$ cat config.mk
export PLATFORM = sky130hd
export DESIGN_NAME = rshift_mux_unit_flat
export DESIGN_NICKNAME = d
export VERILOG_FILES = /design/src/rtl/rshift_mux_unit_if.sv /design/src/rtl/rshift_mux_unit.sv /design/src/flat_wrapper.sv
export SDC_FILE = /design/constraint.sdc
export NUM_CORES = 1
export LEC_CHECK = 0
export BUFFER_PORTS_ARGS = -buffer_cell sky130_fd_sc_hd__buf_4
export CELL_PAD_IN_SITES_DETAIL_PLACEMENT = 1
export CELL_PAD_IN_SITES_GLOBAL_PLACEMENT = 1
export CORE_UTILIZATION = 31
export CTS_CLUSTER_DIAMETER = 80
export DETAILED_ROUTE_END_ITERATION = 12
export HOLD_SLACK_MARGIN = 0.05
export PLACE_DENSITY_LB_ADDON = 0.2
export SLEW_MARGIN = 10
export SYNTH_ARGS = -nofsm -noshare
export SYNTH_HDL_FRONTEND = slang
export SYNTH_SLANG_ARGS = --single-unit
$ cat constraint.sdc
create_clock -name CLK -period 1.65 [get_ports CLK]
set_clock_uncertainty 0.1 [all_clocks]
set_input_delay 0.33 -clock CLK [delete_from_list [all_inputs] [get_ports CLK]]
set_output_delay 0.33 -clock CLK [all_outputs]
set_load 0.01 [all_outputs]
$ cat src/rtl/rshift_mux_unit_if.sv
// Operand/result bundle for rshift_mux_unit. The ZERO flag exists only when
// RSH_ZERO_FLAG_EN is defined.
interface rshift_mux_unit_if #(
  parameter int WIDTH = 8
);
  logic             IN_VALID;
  logic [WIDTH-1:0] DATA1;
  logic [WIDTH-1:0] DATA2;
  logic [1:0]       SETPIN;
  logic [WIDTH-1:0] OUTPUT;
  logic             OUT_VALID;
`ifdef RSH_ZERO_FLAG_EN
  logic             ZERO;
`endif

  modport master (
    output IN_VALID, DATA1, DATA2, SETPIN,
    input  OUTPUT, OUT_VALID
`ifdef RSH_ZERO_FLAG_EN
    , input ZERO
`endif
  );

  modport slave (
    input  IN_VALID, DATA1, DATA2, SETPIN,
    output OUTPUT, OUT_VALID
`ifdef RSH_ZERO_FLAG_EN
    , output ZERO
`endif
  );
endinterface

$ cat src/rtl/rshift_mux_unit.sv
// Registered 8-bit ROR/SRL/SRA barrel shifter built from 2:1 and 3:1 bit muxes.
// Optional RSH_ZERO_FLAG_EN adds a registered result-is-zero flag.
module rshift_mux_unit #(
  parameter int WIDTH = 8
) (
  input  logic                CLK,
  input  logic                RESET,
  rshift_mux_unit_if.slave    bus
);

  function automatic logic mux2(input logic sel, input logic in0, input logic in1);
    return sel ? in1 : in0;
  endfunction

  // Reserved select 01 yields 0, which is what makes mode 01 act as SRL.
  function automatic logic mux3(input logic [1:0] sel, input logic in0,
                                input logic in1, input logic in2);
    logic res;
    case (sel)
      2'b00:   res = in0;
      2'b10:   res = in1;
      2'b11:   res = in2;
      default: res = 1'b0;
    endcase
    return res;
  endfunction

  // Stage p0: combinational shift network on the live inputs
  logic [WIDTH-1:0] data_p0;
  logic [WIDTH-1:0] amt_p0;
  logic [1:0]       mode_p0;
  logic [WIDTH-1:0] s0_p0;
  logic [WIDTH-1:0] s1_p0;
  logic [WIDTH-1:0] s2_p0;
  logic [WIDTH-1:0] result_p0;
  logic             ge8_p0;

  assign data_p0 = bus.DATA1;
  assign amt_p0  = bus.DATA2;
  assign mode_p0 = bus.SETPIN;
  assign ge8_p0  = |amt_p0[7:3];

  for (genvar i = 0; i < 7; i++) begin : g_l1
    assign s0_p0[i] = mux2(amt_p0[0], data_p0[i], data_p0[i+1]);
  end
  assign s0_p0[7] = mux2(amt_p0[0], data_p0[7],
                         mux3(mode_p0, data_p0[0], 1'b0, data_p0[7]));

  for (genvar i = 0; i < 6; i++) begin : g_l2
    assign s1_p0[i] = mux2(amt_p0[1], s0_p0[i], s0_p0[i+2]);
  end
  for (genvar i = 6; i < 8; i++) begin : g_l2_fill
    assign s1_p0[i] = mux2(amt_p0[1], s0_p0[i],
                           mux3(mode_p0, s0_p0[i-6], 1'b0, s0_p0[7]));
  end

  for (genvar i = 0; i < 4; i++) begin : g_l3
    assign s2_p0[i] = mux2(amt_p0[2], s1_p0[i], s1_p0[i+4]);
  end
  for (genvar i = 4; i < 8; i++) begin : g_l3_fill
    assign s2_p0[i] = mux2(amt_p0[2], s1_p0[i],
                           mux3(mode_p0, s1_p0[i-4], 1'b0, s1_p0[7]));
  end

  // ROR passes s2 through the override, so rotation ignores DATA2[7:3].
  for (genvar i = 0; i < 8; i++) begin : g_big
    assign result_p0[i] = mux2(ge8_p0, s2_p0[i],
                               mux3(mode_p0, s2_p0[i], 1'b0, data_p0[7]));
  end

  // Stage p1: output registers
  logic [WIDTH-1:0] result_p1;
  logic             vld_p1;

  always_ff @(posedge CLK) begin
    if (!RESET) begin
      result_p1 <= '0;
      vld_p1    <= 1'b0;
    end else begin
      vld_p1 <= bus.IN_VALID;
      if (bus.IN_VALID) result_p1 <= result_p0;
    end
  end

  assign bus.OUTPUT    = result_p1;
  assign bus.OUT_VALID = vld_p1;

`ifdef RSH_ZERO_FLAG_EN
  logic zero_p1;

  always_ff @(posedge CLK) begin
    if (!RESET) begin
      zero_p1 <= 1'b1;
    end else if (bus.IN_VALID) begin
      zero_p1 <= (result_p0 == '0);
    end
  end

  assign bus.ZERO = zero_p1;
`endif

endmodule

$ cat src/flat_wrapper.sv
// flat-port wrapper written by rule: the top's interface ports become plain ports
module rshift_mux_unit_flat 
#(
  parameter int WIDTH = 8
)
  (CLK, RESET, bus_IN_VALID, bus_DATA1, bus_DATA2, bus_SETPIN, bus_OUTPUT, bus_OUT_VALID);
  rshift_mux_unit_if #(.WIDTH(WIDTH)) bus_i ();
  input  logic CLK;
  input  logic RESET;
  input wire logic [$bits(bus_i.IN_VALID)-1:0] bus_IN_VALID;
  input wire logic [$bits(bus_i.DATA1)-1:0] bus_DATA1;
  input wire logic [$bits(bus_i.DATA2)-1:0] bus_DATA2;
  input wire logic [$bits(bus_i.SETPIN)-1:0] bus_SETPIN;
  output wire logic [$bits(bus_i.OUTPUT)-1:0] bus_OUTPUT;
  output wire logic [$bits(bus_i.OUT_VALID)-1:0] bus_OUT_VALID;
  assign bus_i.IN_VALID = bus_IN_VALID;
  assign bus_i.DATA1 = bus_DATA1;
  assign bus_i.DATA2 = bus_DATA2;
  assign bus_i.SETPIN = bus_SETPIN;
  assign bus_OUTPUT = bus_i.OUTPUT;
  assign bus_OUT_VALID = bus_i.OUT_VALID;
  rshift_mux_unit #(.WIDTH(WIDTH)) u_core (.CLK(CLK), .RESET(RESET), .bus(bus_i));
endmodule
## Word level (Yosys, flattened, before mapping)

Cells that the tools add are included.

- Bits of input ports: 21
- Logic and storage cells: 52
- Register bits: 9

- Reduce and logical (&&, ||, !) cells: 2
- Equal/unequal tests: 1
- Multiplexer cells: 47

Operators with widths:

| kind | count |
|---|---|
| $mux 1 | 32 |
| $pmux 1 s2 | 15 |
| $reduce_or 5->1 | 1 |
| $eq 2x2->1 const B | 1 |
| $logic_not 2->1 | 1 |

## Logic depth before layout (Yosys ltp)

- Depth after elaboration: 9
- Gate-level depth with buffers: 8

## Worst setup path before layout

Ideal clock, no wire load.

- Path kind: input-to-reg
- Start point: input port bus_SETPIN[0]
- End point: register u_core.result_p1[1], in the netlist u_core.bus.OUTPUT[1]
- Data required time: 1.472 ns
- Path slack: 0.012 ns
- Arrival time: 1.460 ns
- Path buffers: 0
- Library setup time: 0.078 ns
- Stages: 7
- Cell sequence: inv_1 ha_1 nor2b_1 nand3_1 a31oi_1 a211oi_1 nor3_1

- Longest elaborated chain between the ends: 7
- Elaborated cells on any way between the ends: 8

RTL lines:

| what | line | text |
|---|---|---|
| from (decl) | flat_wrapper.sv:13 | `input wire logic [$bits(bus_i.SETPIN)-1:0] bus_SETPIN;` |
| $eq 2x2->1 / $logic_not 2->1 (equally long branches) | rshift_mux_unit.sv:19 | `case (sel)` |
| $pmux 1 s2 | rshift_mux_unit.sv:19 |  |
| $mux 1 (3 in series) | rshift_mux_unit.sv:12 | `return sel ? in1 : in0;` |
| $pmux 1 s2 | rshift_mux_unit.sv:19 |  |
| $mux 1 (*) | rshift_mux_unit.sv:12 |  |
| to (signal assigned) | rshift_mux_unit.sv:81 | `if (bus.IN_VALID) result_p1 <= result_p0;` |
| to (decl) | rshift_mux_unit.sv:72 | `logic [WIDTH-1:0] result_p1;` |

Every way passes the cells marked *; elsewhere a longest branch is shown, timed or not.
A chain may end at the register's enable or synchronous reset.

## Final worst setup path

- Start point: input port bus_SETPIN[1]
- End point: register u_core.result_p1[1], in the netlist u_core.bus.OUTPUT[1]

The elaborated chain is that of the path after synthesis.

==> metrics.md <==
| Metric | Value |
|---|---|
| Leading area contributor after synthesis | `dfxtp_1` |
| Critical Path Source Type | `input pin` |
| Die width | `54.24 microns` |
| PD cells | `564.0 mW/mm^2` |
| FF+latch count, synth | `9` |
| DR top layer | `met4` |
| Finished Cell Area | `0.001200 sq mm` |
| Crit-path slowest cell | `ha_2` |
| CTS buffer count | `3` |
| CTS clk-pin slew, worst paths | `0.06 ns` |
| Vias per cell | `5.554` |
| Initial antenna violation count | `0` |
| Commonest non-fill, non-tap cell in the layout | `buf_4` |
| Final nets | `169` |
| Pre-CTS setup slack | `-0.3598 ns` |
| Synth warn | `0` |
| Fin crit period | `1.551 ns` |
| Data arrival, critical path | `1.60 ns` |
| Main synth FF type | `dfxtp_1` |
| Outcome | `finished, final reports clean` |
| Crit path required time | `1.70 ns` |
| Most frequent cells in the layout | `buf_4, mux2i_1, a21oi_1` |
| Combinational Power Share | `38.9%` |
| Seq/Total Area, Yosys | `21.30%` |
| H-tree levels | `1` |
| Sw Ratio | `32.93%` |
| GRT Util Overall | `19.32%` |
| Cell-internal power | `453.9 uW` |
| Largest cells by area after synthesis | `dfxtp_1, mux2i_1, a21oi_1` |
| Critical path class | `input pin to register` |
| Met1 Wirelength | `1.242 mm` |
| Area grow syn2layout | `41.86%` |
| Die area | `0.002941 sq mm` |
| Post-Syn Area | `845.8 sq um` |
| Post-Syn Instances | `110` |
| Syn_nets | `133` |
| Met2 wire length | `1.305 mm` |
| Routed Wire Length | `2.638 mm` |
| Vias in the first global route | `886` |
| Via count of the routed design | `972` |
| Reg power frac | `34.9%` |
| Crit-path max cell delay | `0.38 ns` |
| Worst Path Max Fanout | `5` |
| Initial Utilization | `33.53%` |
| Worst-path cell chain | `buf_4, inv_1, ha_2, nor2b_2, o21ai_1, a31oi_4, a211oi_1, nor3_1` |
| Post-synth top area share | `21.30%` |
| Rel. slew slack | `68.86%` |
| Sw Pwr | `222.8 uW` |
| Max Freq | `644.9 MHz` |
| EDFF count, synth | `0` |
| Leak | `0.0005330 uW` |
| Max-cap violations | `0` |
| Tcrit/Tclk final | `93.97%` |
| Fill cells | `319` |
| CP endpoint kind | `register` |
| Global placement routability congestion | `0.8677` |
| Ports | `30` |
| Synth cell types | `32` |
| Clock share of power | `26.2%` |
| DR pass1 iterations | `4` |
| CP Buf/Inv Count | `2` |
| WL met3 | `84 microns` |
| DR WL/cell | `15.07 microns` |
| Final hold viol count | `0` |
| # DRC | `0` |
| Asr flop ratio synth | `0%` |
| Top delay family on crit path | `compound AO/OA/AOI/OAI gates` |
| Max Slew Vio Count | `0` |
| Clk Latency, worst-skew pair | `0.26 ns` |
| Core Area | `0.002522 sq mm` |
| HPWL Detailed | `2.084 mm` |
| Number of port buffers | `29` |
| Clock root cell | `clkbuf_4` |
| Synthesized area per cell | `7.689 sq um` |
| Post-DP Area | `0.001127 sq mm` |
| Layout cells sized above 1 | `37.24%` |
| Worst Max-Slew Pin Slew | `0.4643 ns` |
| Maximum VDD drop | `0.4964 mV` |
| Setup Viol. Count Final | `0` |
| Hold-fix buffers, CTS | `0` |
| CTS tree | `done` |
| Clock sinks | `9` |
| Max Buffers Root-to-Sink | `2` |
| Postcts setup bufs | `0` |
| DRT iter0 DRCs | `9` |
| Antenna cells | `0` |
| Die Height | `54.24 microns` |
| Global-route wire length before repair | `4.119 mm` |
| Largest net degree at the start of global routing | `15` |
| GRT overflow | `0` |
| Final worst slack | `0.09947 ns` |
| Hold Path Class | `input pin to register` |
| DRT antenna net count | `0` |
| Site Rows | `18` |
-- Yosys cell counts (all sizes together), types with 2 or more instances --
library cell,count
nand3,5
nand2,4
nor3,6
dfxtp,9
nand3b,2
a211oi,5
nor2b,6
a21oi,11
mux2i,12
inv,3
o221ai,2
mux2,3
ha,2
a31oi,2
and2,5
nor2,8
o21ai,11
buf,5
-- final timing paths --
kind                            cells after the start            startpoint              endpoint  slack (ns)
worst min-delay path                                2                 RESET  u_core.bus.OUT_VALID        0.24
worst min register to register                      2  u_core.bus.OUTPUT[1]  u_core.bus.OUTPUT[1]        0.38
worst max-delay path                                8         bus_SETPIN[1]  u_core.bus.OUTPUT[1]         0.1
worst max register to register                      4  u_core.bus.OUTPUT[7]  u_core.bus.OUTPUT[7]        0.36
-- kinds of logic after synthesis --
logic type | share of synthesized area, %
compound gates | 25.74
flops | 21.30
buf+inv | 5.324
mux | 18.64
simple gates | 26.04
fa+ha+maj | 2.958
-- power groups by stage --
stage | logic [uW] | clock network (uW) | registers, uW
after floorplan | 129 | 0 | 246
after global placement | 241 | 0 | 240
after detailed placement | 246 | 0 | 241
after CTS | 253 | 184 | 236
after global routing | 289 | 190 | 237
final | 263 | 177 | 236
-- repair_timing --
item | in CTS | in global routing
resized for setup | 5 | 6
setup endpoints to repair | 4 | 6
pin swaps | 0 | 2
-- routing by layer --
metal / GRT usage, % / vias to the layer above
met2: 31.50 / 20
met5: 0 / -
li1: - / 479
met3: 4.444 / 2
met1: 26.33 / 471
met4: 2.564 / 0
-- stage by stage --
stage / power, uW / util (%) / hold slack (ns) / setup TNS (ns) / instances
after global placement: 481.2 / 44.69 / 0.3700 / -1.814 / 171
final: 676.7 / 47.57 / 0.2422 / 0 / 175
after CTS: 673.9 / 46.53 / 0.2328 / 0 / 175
after floorplan: 375.5 / - / 0.3386 / 0 / 110
after global routing: 716.1 / 47.57 / 0.2425 / -0.02297 / 175
after detailed placement: 487.2 / 44.69 / 0.3760 / -2.161 / 171
-- final cells by class --
class,count,area (sq um),area share (%)
clock buffer,4,26.28,2.190
inverter,3,11.26,0.9385
multi-input combinational,92,666.9,55.58
sequential,9,180.2,15.02
tap,30,37.54,3.128
timing repair buffer,37,277.8,23.15
-- registers in the layout (all words and copies together) (netlist names) --
name / cells
u_core.bus.OUTPUT: 8
u_core.bus.OUT_VALID: 1
(Power assumes the default switching activity.)
